### src/rtl/nasti_stream_tx_if.sv
// nasti_stream_channel: AXI-stream style channel bundle.
//   master drives t_valid/t_data/t_strb/t_keep/t_last/t_id/t_user,
//   slave drives t_ready.
interface nasti_stream_channel #(
    parameter int unsigned ID_WIDTH   = 1,
    parameter int unsigned DATA_WIDTH = 64,
    parameter int unsigned USER_WIDTH = 1
);
    localparam int unsigned STRB_W = DATA_WIDTH / 8;

    logic                  t_valid;
    logic                  t_ready;
    logic [DATA_WIDTH-1:0] t_data;
    logic [STRB_W-1:0]     t_strb;
    logic [STRB_W-1:0]     t_keep;
    logic                  t_last;
    logic [ID_WIDTH-1:0]   t_id;
    logic [USER_WIDTH-1:0] t_user;

    modport master (
        output t_valid, t_data, t_strb, t_keep, t_last, t_id, t_user,
        input  t_ready
    );

    modport slave (
        input  t_valid, t_data, t_strb, t_keep, t_last, t_id, t_user,
        output t_ready
    );
endinterface

### src/rtl/nasti_stream_tx.sv
// nasti_stream_tx: buffers pushed words in a small FIFO and emits them as one
// stream packet of pkt_len beats, with t_last on the final beat.
// Ports:
//   clk, rstn          clock, asynchronous active-low reset
//   start, pkt_len,    packet request; length/id/user latched on acceptance
//   pkt_id, pkt_user
//   last_keep          (only with NASTI_STREAM_TX_KEEP_EN) keep/strb for last beat
//   wr_valid/wr_data/  word push handshake
//   wr_ready
//   busy, done         packet in progress / one-cycle end-of-packet pulse
//   tx                 stream master channel
// Optional feature macro: NASTI_STREAM_TX_KEEP_EN.
module nasti_stream_tx #(
    parameter int unsigned ID_WIDTH   = 1,
    parameter int unsigned DATA_WIDTH = 64,
    parameter int unsigned USER_WIDTH = 1,
    parameter int unsigned DEPTH      = 4
) (
    input  logic                  clk,
    input  logic                  rstn,
    input  logic                  start,
    input  logic [15:0]           pkt_len,
    input  logic [ID_WIDTH-1:0]   pkt_id,
    input  logic [USER_WIDTH-1:0] pkt_user,
`ifdef NASTI_STREAM_TX_KEEP_EN
    input  logic [DATA_WIDTH/8-1:0] last_keep,
`endif
    input  logic                  wr_valid,
    input  logic [DATA_WIDTH-1:0] wr_data,
    output logic                  wr_ready,
    output logic                  busy,
    output logic                  done,
    nasti_stream_channel.master   tx
);
    localparam int unsigned STRB_W = DATA_WIDTH / 8;
    localparam int unsigned PTR_W  = (DEPTH > 1) ? $clog2(DEPTH) : 1;
    localparam int unsigned CNT_W  = PTR_W + 1;
    localparam int unsigned LEN_W  = 16;

    typedef enum logic {IDLE, RUN} state_e;

    state_e                state_q, state_d;
    logic [LEN_W-1:0]      len_q, len_d;
    logic [ID_WIDTH-1:0]   id_q, id_d;
    logic [USER_WIDTH-1:0] user_q, user_d;
    logic [LEN_W-1:0]      in_cnt_q, in_cnt_d;
    logic [LEN_W-1:0]      out_cnt_q, out_cnt_d;
    logic [PTR_W-1:0]      wr_ptr_q, wr_ptr_d;
    logic [PTR_W-1:0]      rd_ptr_q, rd_ptr_d;
    logic [CNT_W-1:0]      count_q, count_d;
    logic [DATA_WIDTH-1:0] mem_q [DEPTH];
    logic [DATA_WIDTH-1:0] mem_d [DEPTH];
    logic                  valid_q, valid_d;
    logic                  last_q, last_d;
    logic                  wr_ready_q, wr_ready_d;
    logic                  done_q, done_d;
    logic [STRB_W-1:0]     keep_q, keep_d;
`ifdef NASTI_STREAM_TX_KEEP_EN
    logic [STRB_W-1:0]     lkeep_q, lkeep_d;
`endif

    logic push;
    logic pop;

    // wr_ready_q is a flop, so acceptance never loops back through wr_valid
    assign push = wr_valid && wr_ready_q;
    assign pop  = valid_q && tx.t_ready;

    // State and datapath registers
    always_ff @(posedge clk or negedge rstn) begin
        if (!rstn) begin
            state_q    <= IDLE;
            len_q      <= '0;
            id_q       <= '0;
            user_q     <= '0;
            in_cnt_q   <= '0;
            out_cnt_q  <= '0;
            wr_ptr_q   <= '0;
            rd_ptr_q   <= '0;
            count_q    <= '0;
            valid_q    <= 1'b0;
            last_q     <= 1'b0;
            wr_ready_q <= 1'b0;
            done_q     <= 1'b0;
            keep_q     <= '0;
`ifdef NASTI_STREAM_TX_KEEP_EN
            lkeep_q    <= '0;
`endif
            for (int unsigned i = 0; i < DEPTH; i++) begin
                mem_q[i] <= '0;
            end
        end else begin
            state_q    <= state_d;
            len_q      <= len_d;
            id_q       <= id_d;
            user_q     <= user_d;
            in_cnt_q   <= in_cnt_d;
            out_cnt_q  <= out_cnt_d;
            wr_ptr_q   <= wr_ptr_d;
            rd_ptr_q   <= rd_ptr_d;
            count_q    <= count_d;
            valid_q    <= valid_d;
            last_q     <= last_d;
            wr_ready_q <= wr_ready_d;
            done_q     <= done_d;
            keep_q     <= keep_d;
`ifdef NASTI_STREAM_TX_KEEP_EN
            lkeep_q    <= lkeep_d;
`endif
            for (int unsigned i = 0; i < DEPTH; i++) begin
                mem_q[i] <= mem_d[i];
            end
        end
    end

    // Next-state, FIFO bookkeeping and next values of the registered outputs
    always_comb begin
        state_d   = state_q;
        len_d     = len_q;
        id_d      = id_q;
        user_d    = user_q;
        in_cnt_d  = in_cnt_q;
        out_cnt_d = out_cnt_q;
        wr_ptr_d  = wr_ptr_q;
        rd_ptr_d  = rd_ptr_q;
        mem_d     = mem_q;
        done_d    = 1'b0;
`ifdef NASTI_STREAM_TX_KEEP_EN
        lkeep_d   = lkeep_q;
`endif

        if (push) begin
            mem_d[wr_ptr_q] = wr_data;
            wr_ptr_d        = wr_ptr_q + PTR_W'(1);
            in_cnt_d        = in_cnt_q + LEN_W'(1);
        end
        if (pop) begin
            rd_ptr_d  = rd_ptr_q + PTR_W'(1);
            out_cnt_d = out_cnt_q + LEN_W'(1);
        end
        // Push and pop together leave occupancy unchanged
        count_d = count_q + CNT_W'(push) - CNT_W'(pop);

        case (state_q)
            IDLE: begin
                if (start && (pkt_len != '0)) begin
                    state_d   = RUN;
                    len_d     = pkt_len;
                    id_d      = pkt_id;
                    user_d    = pkt_user;
                    in_cnt_d  = '0;
                    out_cnt_d = '0;
`ifdef NASTI_STREAM_TX_KEEP_EN
                    lkeep_d   = last_keep;
`endif
                end
            end
            RUN: begin
                if (pop && last_q) begin
                    state_d   = IDLE;
                    done_d    = 1'b1;
                    in_cnt_d  = '0;
                    out_cnt_d = '0;
                end
            end
            default: state_d = IDLE;
        endcase

        // Outputs are computed one cycle early from next-state values
        wr_ready_d = (state_d == RUN) && (count_d < CNT_W'(DEPTH)) && (in_cnt_d < len_d);
        valid_d    = (count_d != '0);
        last_d     = (state_d == RUN) && valid_d && (out_cnt_d == len_d - LEN_W'(1));
        keep_d     = '1;
`ifdef NASTI_STREAM_TX_KEEP_EN
        if (last_d) begin
            keep_d = lkeep_d;
        end
`endif
    end

    assign wr_ready   = wr_ready_q;
    assign busy       = (state_q == RUN);
    assign done       = done_q;
    assign tx.t_valid = valid_q;
    // Head word is masked while empty so idle/reset data reads as zero
    assign tx.t_data  = valid_q ? mem_q[rd_ptr_q] : '0;
    assign tx.t_strb  = keep_q;
    assign tx.t_keep  = keep_q;
    assign tx.t_last  = last_q;
    assign tx.t_id    = id_q;
    assign tx.t_user  = user_q;
endmodule

### src/flat_wrapper.sv
// flat-port wrapper written by rule: the top's interface ports become plain ports
module nasti_stream_tx_flat 
#(
    parameter int unsigned ID_WIDTH   = 1,
    parameter int unsigned DATA_WIDTH = 64,
    parameter int unsigned USER_WIDTH = 1,
    parameter int unsigned DEPTH      = 4
)
  (clk, rstn, start, pkt_len, pkt_id, pkt_user, wr_valid, wr_data, wr_ready, busy, done, tx_t_valid, tx_t_data, tx_t_strb, tx_t_keep, tx_t_last, tx_t_id, tx_t_user, tx_t_ready);
  nasti_stream_channel #(.ID_WIDTH(ID_WIDTH), .DATA_WIDTH(DATA_WIDTH), .USER_WIDTH(USER_WIDTH)) tx_i ();
  input  logic clk;
  input  logic rstn;
  input  logic start;
  input  logic [15:0] pkt_len;
  input  logic [ID_WIDTH-1:0] pkt_id;
  input  logic [USER_WIDTH-1:0] pkt_user;
  input  logic wr_valid;
  input  logic [DATA_WIDTH-1:0] wr_data;
  output logic wr_ready;
  output logic busy;
  output logic done;
  output wire logic [$bits(tx_i.t_valid)-1:0] tx_t_valid;
  output wire logic [$bits(tx_i.t_data)-1:0] tx_t_data;
  output wire logic [$bits(tx_i.t_strb)-1:0] tx_t_strb;
  output wire logic [$bits(tx_i.t_keep)-1:0] tx_t_keep;
  output wire logic [$bits(tx_i.t_last)-1:0] tx_t_last;
  output wire logic [$bits(tx_i.t_id)-1:0] tx_t_id;
  output wire logic [$bits(tx_i.t_user)-1:0] tx_t_user;
  input wire logic [$bits(tx_i.t_ready)-1:0] tx_t_ready;
  assign tx_t_valid = tx_i.t_valid;
  assign tx_t_data = tx_i.t_data;
  assign tx_t_strb = tx_i.t_strb;
  assign tx_t_keep = tx_i.t_keep;
  assign tx_t_last = tx_i.t_last;
  assign tx_t_id = tx_i.t_id;
  assign tx_t_user = tx_i.t_user;
  assign tx_i.t_ready = tx_t_ready;
  nasti_stream_tx #(.ID_WIDTH(ID_WIDTH), .DATA_WIDTH(DATA_WIDTH), .USER_WIDTH(USER_WIDTH), .DEPTH(DEPTH)) u_core (.clk(clk), .rstn(rstn), .start(start), .pkt_len(pkt_len), .pkt_id(pkt_id), .pkt_user(pkt_user), .wr_valid(wr_valid), .wr_data(wr_data), .wr_ready(wr_ready), .busy(busy), .done(done), .tx(tx_i));
endmodule
### config.mk
export PLATFORM = sky130hd
export DESIGN_NAME = nasti_stream_tx_flat
export DESIGN_NICKNAME = d
export VERILOG_FILES = /design/src/rtl/nasti_stream_tx_if.sv /design/src/rtl/nasti_stream_tx.sv /design/src/flat_wrapper.sv
export SDC_FILE = /design/constraint.sdc
export NUM_CORES = 1
export LEC_CHECK = 0
export CORE_MARGIN = 2
export CORE_UTILIZATION = 51
export DETAILED_ROUTE_END_ITERATION = 12
export PLACE_DENSITY = 0.76
export SETUP_SLACK_MARGIN = 0.15
export SYNTH_ARGS = -nofsm -noshare
export SYNTH_HDL_FRONTEND = slang
export SYNTH_SLANG_ARGS = --single-unit
### constraint.sdc
create_clock -name clk -period 3.6 [get_ports clk]
set_clock_uncertainty 0.05 [all_clocks]
set_input_delay 0.36 -clock clk [delete_from_list [all_inputs] [get_ports clk]]
set_output_delay 0.36 -clock clk [all_outputs]
set_load 0.01 [all_outputs]
## Yosys cells after proc, flatten, opt, wreduce, memory -nomap -nowiden

Index checks and enable logic that the tools add are counted.

- Register bits: 319
- Bits of input ports: 87

- Add/subtract/negate cells: 7
- $lt $le $gt $ge: 5
- Equality and inequality tests: 1
- Multiplexer cells: 22
- Bitwise operators: 3
- Reduce and logical (&&, ||, !) cells: 12

Operator list:

| cell | count |
|---|---|
| 256-bit bitwise mux | 1 |
| 64-bit two-way mux | 4 |
| 64-bit binary-select mux with 2-bit select | 1 |
| 64-bit demux with 2-bit select | 1 |
| 16-bit two-way mux | 8 |
| 16-bit one-hot mux with 2 select lines | 2 |
| 16-bit by 1-bit adder with 16-bit output (second input constant) | 2 |
| 16-bit equality test | 1 |
| 16-bit < comparator | 1 |
| 16-bit nonzero test | 1 |
| 16-bit by 1-bit subtractor with 16-bit output (second input constant) | 1 |
| 1-bit logical AND | 9 |
| 3-bit >= comparator (second input constant) | 2 |
| 2-bit NOT with 3-bit output | 2 |
| 2-bit by 1-bit adder with 2-bit output (second input constant) | 2 |
| 1-bit two-way mux | 4 |
| 3-bit by 1-bit adder with 3-bit output | 1 |
| 3-bit by 1-bit < comparator with 1-bit output (second input constant) | 1 |
| 3-bit < comparator (second input constant) | 1 |
| 3-bit nonzero test | 1 |
| 3-bit by 1-bit subtractor with 3-bit output | 1 |
| 1-bit one-hot mux with 2 select lines | 1 |
| 2-bit AND reduction | 1 |
| 1-bit NOT | 1 |

## Depth between registers and ports, before layout

- Word-level depth: 7
- Mapped depth: 18
- Mapped depth without buffers: 15

## Least setup slack after synthesis

Ideal clock, no wire load.

- Path kind: in2reg
- From: in pkt_len[2]
- To: reg u_core.last_q, in the netlist u_core.tx.t_last
- Library setup time: 0.087 ns
- Arrival: 3.582 ns
- Required time: 3.463 ns
- Slack: -0.119 ns
- Cell stages on the path: 17
- Path buffers: 3
- Path through: buf_2 -> nor4_1 -> and3_1 -> a21oi_2 -> buf_1 -> clkbuf_1 -> mux2i_1 -> ha_1 -> inv_1 -> nor2_1 -> xnor2_1 -> xnor2_1 -> nor4_1 -> o21ai_0 -> nor4_2 -> nand4_1 -> a211oi_2

- Word-level cells in the longest chain between the ends: 7

Ends and longest elaborated chain:

| what | line | RTL |
|---|---|---|
| from (decl) | flat_wrapper.sv:14 | `input logic [15:0] pkt_len;` |
| 16-bit nonzero test | nasti_stream_tx.sv:146 | `if (start && (pkt_len != '0)) begin` |
| 1-bit logical AND | nasti_stream_tx.sv:146 |  |
| 16-bit two-way mux | nasti_stream_tx.sv:146 |  |
| 16-bit two-way mux | nasti_stream_tx.sv:144 | `case (state_q)` |
| 16-bit by 1-bit subtractor with 16-bit output | nasti_stream_tx.sv:172 | `last_d = (state_d == RUN) && valid_d && (out_cnt_d == len_d - LEN_W'(1));` |
| 16-bit equality test | nasti_stream_tx.sv:172 |  |
| 1-bit logical AND (*) | nasti_stream_tx.sv:172 |  |
| named net u_core.last_d | nasti_stream_tx.sv:54 | `logic last_q, last_d;` |
| to (signal assigned) | nasti_stream_tx.sv:103 | `last_q <= last_d;` |
| to (decl) | nasti_stream_tx.sv:54 |  |

Mark *: on every way through the listed nets, which the timed path passes. The rest lies on a longest branch.
A chain may end at the register's enable or synchronous reset.

## Worst setup path in the final report

- From: reg u_core.len_q[2]
- To: reg u_core.last_q, in the netlist u_core.tx.t_last

- Word-level cells in the longest chain between the ends: 5

Ends and longest elaborated chain:

| what | line | RTL |
|---|---|---|
| from (decl) | nasti_stream_tx.sv:43 | `logic [LEN_W-1:0] len_q, len_d;` |
| from (signal assigned) | nasti_stream_tx.sv:94 | `len_q <= len_d;` |
| 16-bit two-way mux | nasti_stream_tx.sv:146 |  |
| 16-bit two-way mux (*) | nasti_stream_tx.sv:144 |  |
| 16-bit by 1-bit subtractor with 16-bit output (*) | nasti_stream_tx.sv:172 |  |
| 16-bit equality test (*) | nasti_stream_tx.sv:172 |  |
| 1-bit logical AND (*) | nasti_stream_tx.sv:172 |  |
| named net u_core.last_d | nasti_stream_tx.sv:54 |  |

Marked as above.

==> flow_summary.ini <==
[final_layout]
area_growth_pct = 24.2
layoutNonFillerInstCount = 1754
n_antenna_cell = 0
nets = 1448
stdcell_area_sq_um = 19200
drive_gt1_share_pct = 33.9

[critical_path]
critPathTopFamily = simple AND/OR/NAND/NOR gates
worstSetupStartpointType = flop
cp.arrival_ps = 3660
worstPathRequired_ps = 3980
cp-end-kind = flop
rrSetupSlack_ps = 330
criticalPathCategory = reg2reg
crit_cells = 9
worstReg2RegStart = u_core.len_q[2]$_DFF_PN0_
rr_endpoint = u_core.tx.t_last$_DFF_PN0_
cpPeakStageDelay_ps = 600
crit_top_cell = xnor2_1
crit_path_start = u_core.len_q[2]$_DFF_PN0_
path_cells = or4_4 > or3_4 > or3_2 > a21oi_1 > xnor2_1 > xnor2_1 > a2111oi_1 > nand4_1 > a211oi_2
path_buf_inv = 0
worst-path-max-fanout = 7
cp-endpoint = u_core.tx.t_last$_DFF_PN0_
slowest_stage = or4_4
rr_worst_depth = 9

[die]
die-area_sq_um = 31700
coreArea_sq_um = 29800
die_w_um = 178
initial_core_util_pct = 51.9
io_pins = 174
die_y_um = 178
rows = 63

[status]
outcome = complete, no violations

[clock_tree]
root_buffer = clkbuf_16
clk_path_buf_depth = 3
cts_tree = yes
cts_inserted_buffers = 36
clock_latency_ps = 510
path_clk_slew_ps = 60
cts_sinks = 319
htreeDepth = 2

[global_routing]
grt_use_total_pct = 22.0
grt_pass1_vias = 10447
grt_pass1_wl_mm = 54.9
antenna_found_initial = 0
grt_start_max_net_pins = 99
grt_overflow = 0

[detailed_routing]
wl_per_cell_um = 19.4
wirelength_mm = 34.1
via_per_inst = 5.67
drc = 0
dr_total_vias = 9948
drt_pass1_iterations = 5
dr.first_iter.drc_count = 639
ant_nets = 0

[sta]
worst_pin_slew_ps = 786
fmax_ghz = 0.306
finalCritPeriodShare_pct = 90.9
grt_setup_unrepaired = false
slew_headroom_pct = 47.6
final-hold-violation-count = 0
slew_viol_final = 0
finalCriticalPeriod_ps = 3270
setup_viol = 0
hold_ws_ps = 340

[pwr]
p_leak_uw = 0.00826
powerDensity_nw_per_um2 = 900
report.power.total_uw = 17300
ir_worst_vdd_uv = 566

[synthesis]
synth_nets = 1256
synthCells = 1144
synth-seq-cells = 319
ys.flop_type = dfrtp_1
synth_seq_area_share_pct = 51.6
yosysWarnings = 0
synth_edf_count = 0
syn_area_sq_um = 15500
syn_area_per_cell_sq_um = 13.5
yosysUniqueCellTypes = 56
ys_async_sr_fraction_pct = 100

[place]
dpl.cell_count = 1687
port_buffers = 173
dpl-instance-area_sq_um = 17900
hpwl_mm = 22.1
gp_congestion = 0.863

[hold_path]
min_path_type = in2reg
min_from = pkt_user

[run]
cap_violations = 0
==> placed cells by master, fill, tap and decap left out, types with 9 or more instances in the layout <==
cell type | Yosys | layout
clkbuf_16 | 0 | 37
mux2_2 | 256 | 256
buf_12 | 0 | 9
nand4_1 | 11 | 11
mux4_2 | 64 | 64
nor4_1 | 10 | 9
buf_4 | 15 | 43
ha_1 | 24 | 23
mux2i_1 | 12 | 11
nand3_1 | 18 | 18
xnor2_1 | 40 | 40
o21ai_0 | 18 | 17
nand2_1 | 38 | 33
a21oi_1 | 22 | 22
nor2_1 | 44 | 44
and2_1 | 65 | 65
dfrtp_1 | 319 | 316
inv_1 | 28 | 28
clkdlybuf4s50_1 | 0 | 172
or3_1 | 14 | 14
xor2_1 | 18 | 18
==> cell type report <==
class / count / area (sq um)
clock buffers: 51 / 1050
clock inverters: 15 / 260
fillers: 2209 / 10600
inverters: 28 / 105
multi-input cells: 725 / 7080
flip-flops and latches: 319 / 7990
well taps: 390 / 488
repair buffers: 226 / 2250
==> Yosys cell counts, types with 3 or more instances <==
| master | number | area, sq um |
|---|---|---|
| a21oi_1 | 22 | 110 |
| a22oi_1 | 8 | 60.1 |
| a31o_2 | 3 | 26.3 |
| and2_1 | 65 | 407 |
| and3_1 | 6 | 37.5 |
| buf_1 | 12 | 45.0 |
| buf_2 | 3 | 15.0 |
| buf_4 | 15 | 113 |
| clkbuf_1 | 41 | 154 |
| dfrtp_1 | 319 | 7980 |
| ha_1 | 24 | 300 |
| inv_1 | 28 | 105 |
| mux2_2 | 256 | 2880 |
| mux2i_1 | 12 | 120 |
| mux4_2 | 64 | 1440 |
| nand2_1 | 38 | 143 |
| nand3_1 | 18 | 90.1 |
| nand4_1 | 11 | 68.8 |
| nor2_1 | 44 | 165 |
| nor2b_1 | 4 | 25.0 |
| nor3_1 | 8 | 40.0 |
| nor4_1 | 10 | 62.6 |
| o211ai_1 | 3 | 22.5 |
| o21ai_0 | 18 | 90.1 |
| or2_2 | 3 | 18.8 |
| or3_1 | 14 | 87.6 |
| xnor2_1 | 40 | 350 |
| xor2_1 | 18 | 158 |
==> power breakdown <==
| group | switching (uW) | leakage [uW] | internal [uW] |
|---|---|---|---|
| registers | 841 | 0.00388 | 5190 |
| clock network | 1450 | 0.000642 | 2540 |
| logic | 2770 | 0.00373 | 4520 |
==> registers in the layout (all words and copies together) (netlist names) <==
| register | flops |
|---|---|
| u_core.wr_ptr_q | 2 |
| u_core.rd_ptr_q | 2 |
| u_core.done | 1 |
| u_core.wr_ready | 1 |
| u_core.in_cnt_q | 16 |
| u_core.tx.t_last | 1 |
| u_core.tx.t_keep | 1 |
| u_core.mem_q | 256 |
| u_core.out_cnt_q | 16 |
| u_core.tx.t_valid | 1 |
| u_core.count_q | 3 |
| u_core.tx.t_user | 1 |
| u_core.len_q | 16 |
| u_core.tx.t_id | 1 |
| u_core.busy | 1 |
==> timing repair <==
action | CTS | global route
endpoints found under the hold margin | 91 | 0
resized for setup | 0 | 2
hold buffers | 1 | 0
setup endpoints to repair | 0 | 2
setup buffers | 0 | 0
==> how the worst min path moves through the flow <==
stage	endpoint	slack [ps]	depth (start not counted)
detailed placement	u_core.tx.t_id$_DFFE_PN0P_	410	1
global route	u_core.tx.t_id$_DFFE_PN0P_	360	3
CTS	u_core.tx.t_user$_DFFE_PN0P_	320	3
finish	u_core.tx.t_user$_DFFE_PN0P_	340	3
global placement	u_core.tx.t_id$_DFFE_PN0P_	400	1
floorplan	u_core.busy$_DFF_PN0_	10	0
==> tightest hold or removal path, stage by stage <==
cell	delay, ps
clkdlybuf4s50_1	400
nand2_1	60
nand2_1	40
==> layer usage <==
layer  track usage [%]  vias to the layer above  routed length (um)
li1                  -                     4513                   -
met1              30.5                     5130               15200
met2              36.9                      260               16700
met3              3.28                       45                1620
met4              5.45                        0                 625
met5                 0                        -                   0
==> stage by stage <==
stage / util (%) / TNS [ps] / setup slack [ps]
after floorplan: - / 0 / 150
after global placement: 60.1 / -161 / -86.7
after global routing: 64.5 / 0 / 195
after detailed placement: 60.1 / -340 / -171
final: 64.5 / 0 / 327
after CTS: 64.5 / 0 / 355
==> cells by family after synthesis <==
group | after synthesis | share of synthesized area (%)
other cells | 1 | 0.0242
xor+xnor | 59 | 3.39
buf+inv | 100 | 2.86
flops | 319 | 51.6
compound gates | 73 | 3.05
fa+ha+maj | 25 | 2.07
simple gates | 234 | 8.21
mux | 333 | 28.8
Note: power is estimated with default switching activity, not from simulation.
